$ cat config.mk
export PLATFORM = sky130hd
export DESIGN_NAME = alu_share_arbiter_flat
export DESIGN_NICKNAME = d
export VERILOG_FILES = /design/src/rtl/alu_share_arbiter_if.sv /design/src/rtl/alu_share_arbiter.sv /design/src/flat_wrapper.sv
export SDC_FILE = /design/constraint.sdc
export NUM_CORES = 1
export LEC_CHECK = 0
export CORE_AREA = 5 5 131 108
export CTS_BUF_LIST = sky130_fd_sc_hd__clkbuf_4
export DETAILED_ROUTE_END_ITERATION = 10
export DIE_AREA = 0 0 136 113
export PLACE_DENSITY = 0.85
export SETUP_SLACK_MARGIN = 0.3
export SYNTH_ARGS = -nofsm -noshare
export SYNTH_HDL_FRONTEND = slang
export SYNTH_SLANG_ARGS = --single-unit
$ cat constraint.sdc
create_clock -name clk_i -period 3.8 [get_ports clk_i]
set_input_delay 0.76 -clock clk_i [delete_from_list [all_inputs] [get_ports clk_i]]
set_output_delay 0.76 -clock clk_i [all_outputs]
set_load 0.01 [all_outputs]
$ cat src/rtl/alu_share_arbiter_if.sv
// Requester-side bus of alu_share_arbiter: two packed request channels and two response channels.
// Requester r occupies bits [r*DATA_W +: DATA_W] of the operand buses and [r*ALUC_W +: ALUC_W] of aluc.
interface alu_share_arbiter_if #(
  parameter int DATA_W = 32,
  parameter int ALUC_W = 5
);
  logic [1:0]          req_valid;
  logic [1:0]          req_ready;
  logic [2*DATA_W-1:0] req_a;
  logic [2*DATA_W-1:0] req_b;
  logic [2*ALUC_W-1:0] req_aluc;
  logic [1:0]          rsp_valid;
  logic [1:0]          rsp_ready;
  logic [DATA_W-1:0]   rsp_c;
  logic                rsp_branch;
  logic [1:0]          rsp_branch2;

  modport master (
    output req_valid, req_a, req_b, req_aluc, rsp_ready,
    input  req_ready, rsp_valid, rsp_c, rsp_branch, rsp_branch2
  );

  modport slave (
    input  req_valid, req_a, req_b, req_aluc, rsp_ready,
    output req_ready, rsp_valid, rsp_c, rsp_branch, rsp_branch2
  );
endinterface

$ cat src/rtl/alu_share_arbiter.sv
// Time-shares one combinational ALU between two requesters: IDLE grants and latches operands,
// EXEC drives the ALU for one cycle and captures its result, RESP holds the result until taken.
module alu_share_arbiter #(
  parameter int DATA_W = 32,
  parameter int ALUC_W = 5,
  parameter bit RR_EN  = 1'b1,
  parameter int CNT_W  = 16
) (
  input  logic              clk_i,
  input  logic              rst_ni,
  alu_share_arbiter_if.slave bus,
  output logic [DATA_W-1:0] alu_a_o,
  output logic [DATA_W-1:0] alu_b_o,
  output logic [ALUC_W-1:0] alu_aluc_o,
  input  logic [DATA_W-1:0] alu_c_i,
  input  logic              alu_branch_i,
  input  logic [1:0]        alu_branch2_i,
  output logic              busy_o,
  output logic [CNT_W-1:0]  op_cnt_o
);

  typedef enum logic [1:0] {
    ST_IDLE = 2'd0,
    ST_EXEC = 2'd1,
    ST_RESP = 2'd2
  } state_e;

  state_e            state_q, state_d;
  logic              owner_q, owner_d;
  logic              prio_q, prio_d;
  logic [DATA_W-1:0] a_q, a_d, b_q, b_d;
  logic [ALUC_W-1:0] aluc_q, aluc_d;
  logic [DATA_W-1:0] c_q, c_d;
  logic              br_q, br_d;
  logic [1:0]        br2_q, br2_d;
  logic [CNT_W-1:0]  cnt_q, cnt_d;
  logic              winner;

  // With both requesters valid the tie goes to the priority pointer, or to req 0 when fixed.
  always_comb begin
    if (&bus.req_valid) winner = RR_EN ? prio_q : 1'b0;
    else                winner = bus.req_valid[1];
  end

  always_comb begin
    // NOTE: every signal written here gets a default first, so no branch can infer a latch.
    state_d       = state_q;
    owner_d       = owner_q;
    prio_d        = prio_q;
    a_d           = a_q;
    b_d           = b_q;
    aluc_d        = aluc_q;
    c_d           = c_q;
    br_d          = br_q;
    br2_d         = br2_q;
    cnt_d         = cnt_q;
    bus.req_ready = 2'b00;
    bus.rsp_valid = 2'b00;

    unique case (state_q)
      ST_IDLE: begin
        // No grant is offered while reset is held, even though the state already reads IDLE.
        if (rst_ni && (|bus.req_valid)) begin
          bus.req_ready[winner] = 1'b1;
          a_d     = winner ? bus.req_a[DATA_W +: DATA_W]    : bus.req_a[0 +: DATA_W];
          b_d     = winner ? bus.req_b[DATA_W +: DATA_W]    : bus.req_b[0 +: DATA_W];
          aluc_d  = winner ? bus.req_aluc[ALUC_W +: ALUC_W] : bus.req_aluc[0 +: ALUC_W];
          owner_d = winner;
          state_d = ST_EXEC;
        end
      end
      ST_EXEC: begin
        c_d     = alu_c_i;
        br_d    = alu_branch_i;
        br2_d   = alu_branch2_i;
        state_d = ST_RESP;
      end
      ST_RESP: begin
        bus.rsp_valid[owner_q] = 1'b1;
        if (bus.rsp_ready[owner_q]) begin
          cnt_d   = cnt_q + CNT_W'(1);
          prio_d  = ~owner_q;
          state_d = ST_IDLE;
        end
      end
      default: state_d = ST_IDLE;
    endcase
  end

  // NOTE: sequential state uses non-blocking assignments so every flop samples pre-edge values.
  always_ff @(posedge clk_i or negedge rst_ni) begin
    if (!rst_ni) begin
      state_q <= ST_IDLE;
      owner_q <= 1'b0;
      prio_q  <= 1'b0;
      a_q     <= '0;
      b_q     <= '0;
      aluc_q  <= '0;
      c_q     <= '0;
      br_q    <= 1'b0;
      br2_q   <= 2'b00;
      cnt_q   <= '0;
    end else begin
      state_q <= state_d;
      owner_q <= owner_d;
      prio_q  <= prio_d;
      a_q     <= a_d;
      b_q     <= b_d;
      aluc_q  <= aluc_d;
      c_q     <= c_d;
      br_q    <= br_d;
      br2_q   <= br2_d;
      cnt_q   <= cnt_d;
    end
  end

  assign alu_a_o         = a_q;
  assign alu_b_o         = b_q;
  assign alu_aluc_o      = aluc_q;
  assign bus.rsp_c       = c_q;
  assign bus.rsp_branch  = br_q;
  assign bus.rsp_branch2 = br2_q;
  assign busy_o          = (state_q != ST_IDLE);
  assign op_cnt_o        = cnt_q;

endmodule

$ cat src/flat_wrapper.sv
// flat-port wrapper written by rule: the top's interface ports become plain ports
module alu_share_arbiter_flat 
#(
  parameter int DATA_W = 32,
  parameter int ALUC_W = 5,
  parameter bit RR_EN  = 1'b1,
  parameter int CNT_W  = 16
)
  (clk_i, rst_ni, alu_a_o, alu_b_o, alu_aluc_o, alu_c_i, alu_branch_i, alu_branch2_i, busy_o, op_cnt_o, bus_req_valid, bus_req_a, bus_req_b, bus_req_aluc, bus_rsp_ready, bus_req_ready, bus_rsp_valid, bus_rsp_c, bus_rsp_branch, bus_rsp_branch2);
  alu_share_arbiter_if #(.DATA_W(DATA_W), .ALUC_W(ALUC_W)) bus_i ();
  input  logic clk_i;
  input  logic rst_ni;
  output logic [DATA_W-1:0] alu_a_o;
  output logic [DATA_W-1:0] alu_b_o;
  output logic [ALUC_W-1:0] alu_aluc_o;
  input  logic [DATA_W-1:0] alu_c_i;
  input  logic alu_branch_i;
  input  logic [1:0] alu_branch2_i;
  output logic busy_o;
  output logic [CNT_W-1:0] op_cnt_o;
  input wire logic [$bits(bus_i.req_valid)-1:0] bus_req_valid;
  input wire logic [$bits(bus_i.req_a)-1:0] bus_req_a;
  input wire logic [$bits(bus_i.req_b)-1:0] bus_req_b;
  input wire logic [$bits(bus_i.req_aluc)-1:0] bus_req_aluc;
  input wire logic [$bits(bus_i.rsp_ready)-1:0] bus_rsp_ready;
  output wire logic [$bits(bus_i.req_ready)-1:0] bus_req_ready;
  output wire logic [$bits(bus_i.rsp_valid)-1:0] bus_rsp_valid;
  output wire logic [$bits(bus_i.rsp_c)-1:0] bus_rsp_c;
  output wire logic [$bits(bus_i.rsp_branch)-1:0] bus_rsp_branch;
  output wire logic [$bits(bus_i.rsp_branch2)-1:0] bus_rsp_branch2;
  assign bus_i.req_valid = bus_req_valid;
  assign bus_i.req_a = bus_req_a;
  assign bus_i.req_b = bus_req_b;
  assign bus_i.req_aluc = bus_req_aluc;
  assign bus_i.rsp_ready = bus_rsp_ready;
  assign bus_req_ready = bus_i.req_ready;
  assign bus_rsp_valid = bus_i.rsp_valid;
  assign bus_rsp_c = bus_i.rsp_c;
  assign bus_rsp_branch = bus_i.rsp_branch;
  assign bus_rsp_branch2 = bus_i.rsp_branch2;
  alu_share_arbiter #(.DATA_W(DATA_W), .ALUC_W(ALUC_W), .RR_EN(RR_EN), .CNT_W(CNT_W)) u_core (.clk_i(clk_i), .rst_ni(rst_ni), .bus(bus_i), .alu_a_o(alu_a_o), .alu_b_o(alu_b_o), .alu_aluc_o(alu_aluc_o), .alu_c_i(alu_c_i), .alu_branch_i(alu_branch_i), .alu_branch2_i(alu_branch2_i), .busy_o(busy_o), .op_cnt_o(op_cnt_o));
endmodule
==> results.sh <==
export IMPL_drt_total_wl_mm=16.61
export IMPL_clockRootBuffer="clkbuf_4"
export IMPL_die_x_um=136
export IMPL_crit_path_start_kind="primary input"
export IMPL_critical_path_class="primary input to primary output"
export IMPL_area_delta_synth_final_pct=66.28
export IMPL_gr_max_usage_layer="met2"
export IMPL_finalPower_mw=6.181
export IMPL_yosysMostFrequentCell="dfrtp_1"
export IMPL_cts_resized=0
export IMPL_cp_max_fo=4
export IMPL_synthFlopType="dfrtp_1"
export IMPL_rsz0062_at_grt="no"
export IMPL_postSynthRegisterBits=124
export IMPL_clock_sinks=124
export IMPL_dp_cells=911
export IMPL_slew_viol_final=0
export IMPL_synthCells=454
export IMPL_hold_viol_final=0
export IMPL_antennaDiodeCount=0
export IMPL_clockBufferDepth=2
export IMPL_core_um2=12640
export IMPL_seq_area_frac_synth_pct=58.04
export IMPL_grt_pass1_vias=4837
export IMPL_die_area_um2=15370
export IMPL_drc=0
export IMPL_synth_nets=634
export IMPL_cts_hold_buffers_added=0
export IMPL_outcome="finished, final reports clean"
export IMPL_cp_startpoint="bus_req_valid[0]"
export IMPL_setup_violations=0
export IMPL_cap_violations=0
export IMPL_grt_max_degree=79
export IMPL_min_path_type="primary input to async pin"
export IMPL_cp_end_kind="primary output"
export IMPL_synth_edff_count=0
export IMPL_viasPerCell=4.726
export IMPL_arrival_ns=2.24
export IMPL_boundaryPins=304
export IMPL_synth_area_um2=5346
export IMPL_period_needed_ns=3.004
export IMPL_first_pass_iters=4
export IMPL_ys_top_cells_by_area="dfrtp_1, mux2i_1, mux2_2"
export IMPL_nNetsFinal=935
export IMPL_cts_max_level=4
export IMPL_drive_gt1_share_pct=10.56
export IMPL_cts_tree="built"
export IMPL_initial_utilization_pct=42.30
export IMPL_synth_avg_cell_area_um2=11.78
export IMPL_slew_headroom_pct=47.46
export IMPL_leakage_nw=3.996
export IMPL_r2r_start="u_core.prio_q"
export IMPL_vdd_ir_drop_worst_mv=0.4395
export IMPL_clk_latency_ns=0.51
export IMPL_clkSlewWorstSetupHoldPaths_ns=0.11
export IMPL_met2_usage_pct=39.62
export IMPL_use_met3_pct=7.467
export IMPL_drtIter0Drc=177
export IMPL_async_reset_ff_share_pct=100.0
export IMPL_wire_per_inst_um=17.64
export IMPL_port_buffers=303
export IMPL_dieHeight_um=113
export IMPL_synth_warnings=0
export IMPL_fin_tns_setup_ns=0
export IMPL_grt_ovfl_total=0
export IMPL_synth_commonest_cells="dfrtp_1, nand2_1, mux2i_1, o21ai_0, mux2_2"
export IMPL_via_count=4452
export IMPL_gp_congestion=0.7624
export IMPL_pwr_density_cell_nw_per_um2=695.3
export IMPL_fin_skew_ns=0.01443
export IMPL_grt_util_met1_pct=23.22
export IMPL_synth_distinct_cells=28
export IMPL_worstMarginPinSlew_ns=0.7882
export IMPL_dp_hpwl_mm=13.18
export IMPL_cp_required_ns=3.04
export IMPL_fp_row_count=37
export IMPL_post_cts_setup_buffers=0
export IMPL_drtAntennaViolNets=0
export IMPL_fill_cells=897
export IMPL_cts_buffers=17
export IMPL_yosysTopAreaCell="dfrtp_1"
export IMPL_fin_crit_sh_pct=79.05
export IMPL_fin_cells=942
export IMPL_grt_pass1_wl_mm=25.57
export IMPL_antenna_found_initial=0
export IMPL_synth_top_area_share_pct=58.04
export IMPL_max_freq_mhz=332.9
export IMPL_grt_usage_pct=21.50
==> flip-flops by register name, indices dropped and copies added (netlist names) <==
signal,count
u_core.bus.rsp_branch2,2
u_core.prio_q,1
u_core.bus.rsp_branch,1
u_core.alu_aluc_o,5
u_core.state_q,2
u_core.alu_a_o,32
u_core.owner_q,1
u_core.bus.rsp_c,32
u_core.op_cnt_o,16
u_core.alu_b_o,32
==> area by class of cell <==
type                       count  area [um2]  area share [%]
sequential                   124        3103           34.91
timing repair buffer         310        3083           34.68
multi-input combinational    298        2107           23.70
clock inverter                12       220.2           2.477
tap                          175       219.0           2.463
clock buffer                  19       142.6           1.605
inverter                       4       15.01          0.1689
==> per-layer routing <==
layer	vias up	part of all wire, %
met5	-	0
met4	0	1.1
met3	15	9.1
met2	183	54
met1	2089	36
li1	2165	-
==> power by group <==
part           total, mW  switching (mW)  internal (mW)
sequential          2.27           0.365           1.90
combinational       2.76            1.17           1.59
clock               1.15           0.490          0.664
total               6.18            2.02           4.16
==> logic make-up after synthesis <==
logic type                 count (synthesis)  synth area share (%)
buffers and inverters                     32                 2.925
xor gates and xnor gates                  15                 2.457
AOI/OAI and AO/OA                         73                 7.044
DFF                                      124                 58.04
muxes                                    106                 20.76
and+or+nand+nor                          103                 8.542
adders and majority gates                  1                0.2340
==> stage by stage <==
| step | utilization (%) | hold slack (ns) | setup WS [ns] | instance area (um2) |
|---|---|---|---|---|
| global route | 70.34 | 0.4651 | 0.7516 | 8890 |
| finish | 70.34 | 0.4481 | 0.7960 | 8890 |
| global placement | 67.47 | 0.4622 | 0.8027 | 8527 |
| detailed placement | 67.47 | 0.4683 | 0.8251 | 8527 |
| CTS | 70.34 | 0.4293 | 0.7997 | 8890 |
| floorplan | - | 0.4644 | 1.500 | 5346 |
==> final timing paths <==
check                                       to  slack (ns)  cells after the start
max                           bus_req_ready[0]        0.80                      5
min                         u_core.op_cnt_o[6]        0.45                      2
max reg2reg                 u_core.alu_a_o[13]        2.00                      4
min reg2reg                u_core.op_cnt_o[15]        0.48                      1
max in group asynchronous   u_core.alu_b_o[24]        2.08                      3
min in group clk_i         u_core.op_cnt_o[15]        0.48                      1
==> layout by cell type (no fill, tap or decap) <==
master,netlist,final
nor2_1,5,5
nand3_1,5,5
nand2_1,77,77
nor3_4,2,2
or2b_1,1,1
xnor2_1,11,11
nand2b_1,2,2
clkdlybuf4s50_1,0,302
a21o_2,1,1
buf_4,6,8
clkinv_4,0,2
nand4_1,3,3
xor2_1,4,4
clkinv_2,0,3
and2_1,1,1
dfrtp_1,124,124
o211ai_4,0,1
clkinvlp_4,0,1
mux2i_1,69,69
inv_1,4,4
clkbuf_4,0,19
ha_1,1,1
and4_1,1,1
o21ai_1,15,14
and3_1,3,3
mux2_2,36,36
o21ai_4,0,1
nor3_1,1,1
nand3b_1,1,1
o21ai_0,56,56
mux2i_2,1,1
bufinv_16,0,6
nor2b_1,1,1
==> worst max-delay path: stages <==
cell and delay (ns):
clkdlybuf4s50_1 0.54, inv_1 0.09, o21ai_4 0.16, nor2b_1 0.15
clkdlybuf4s50_1 0.55
No activity file was read; power rests on OpenSTA's default activity.
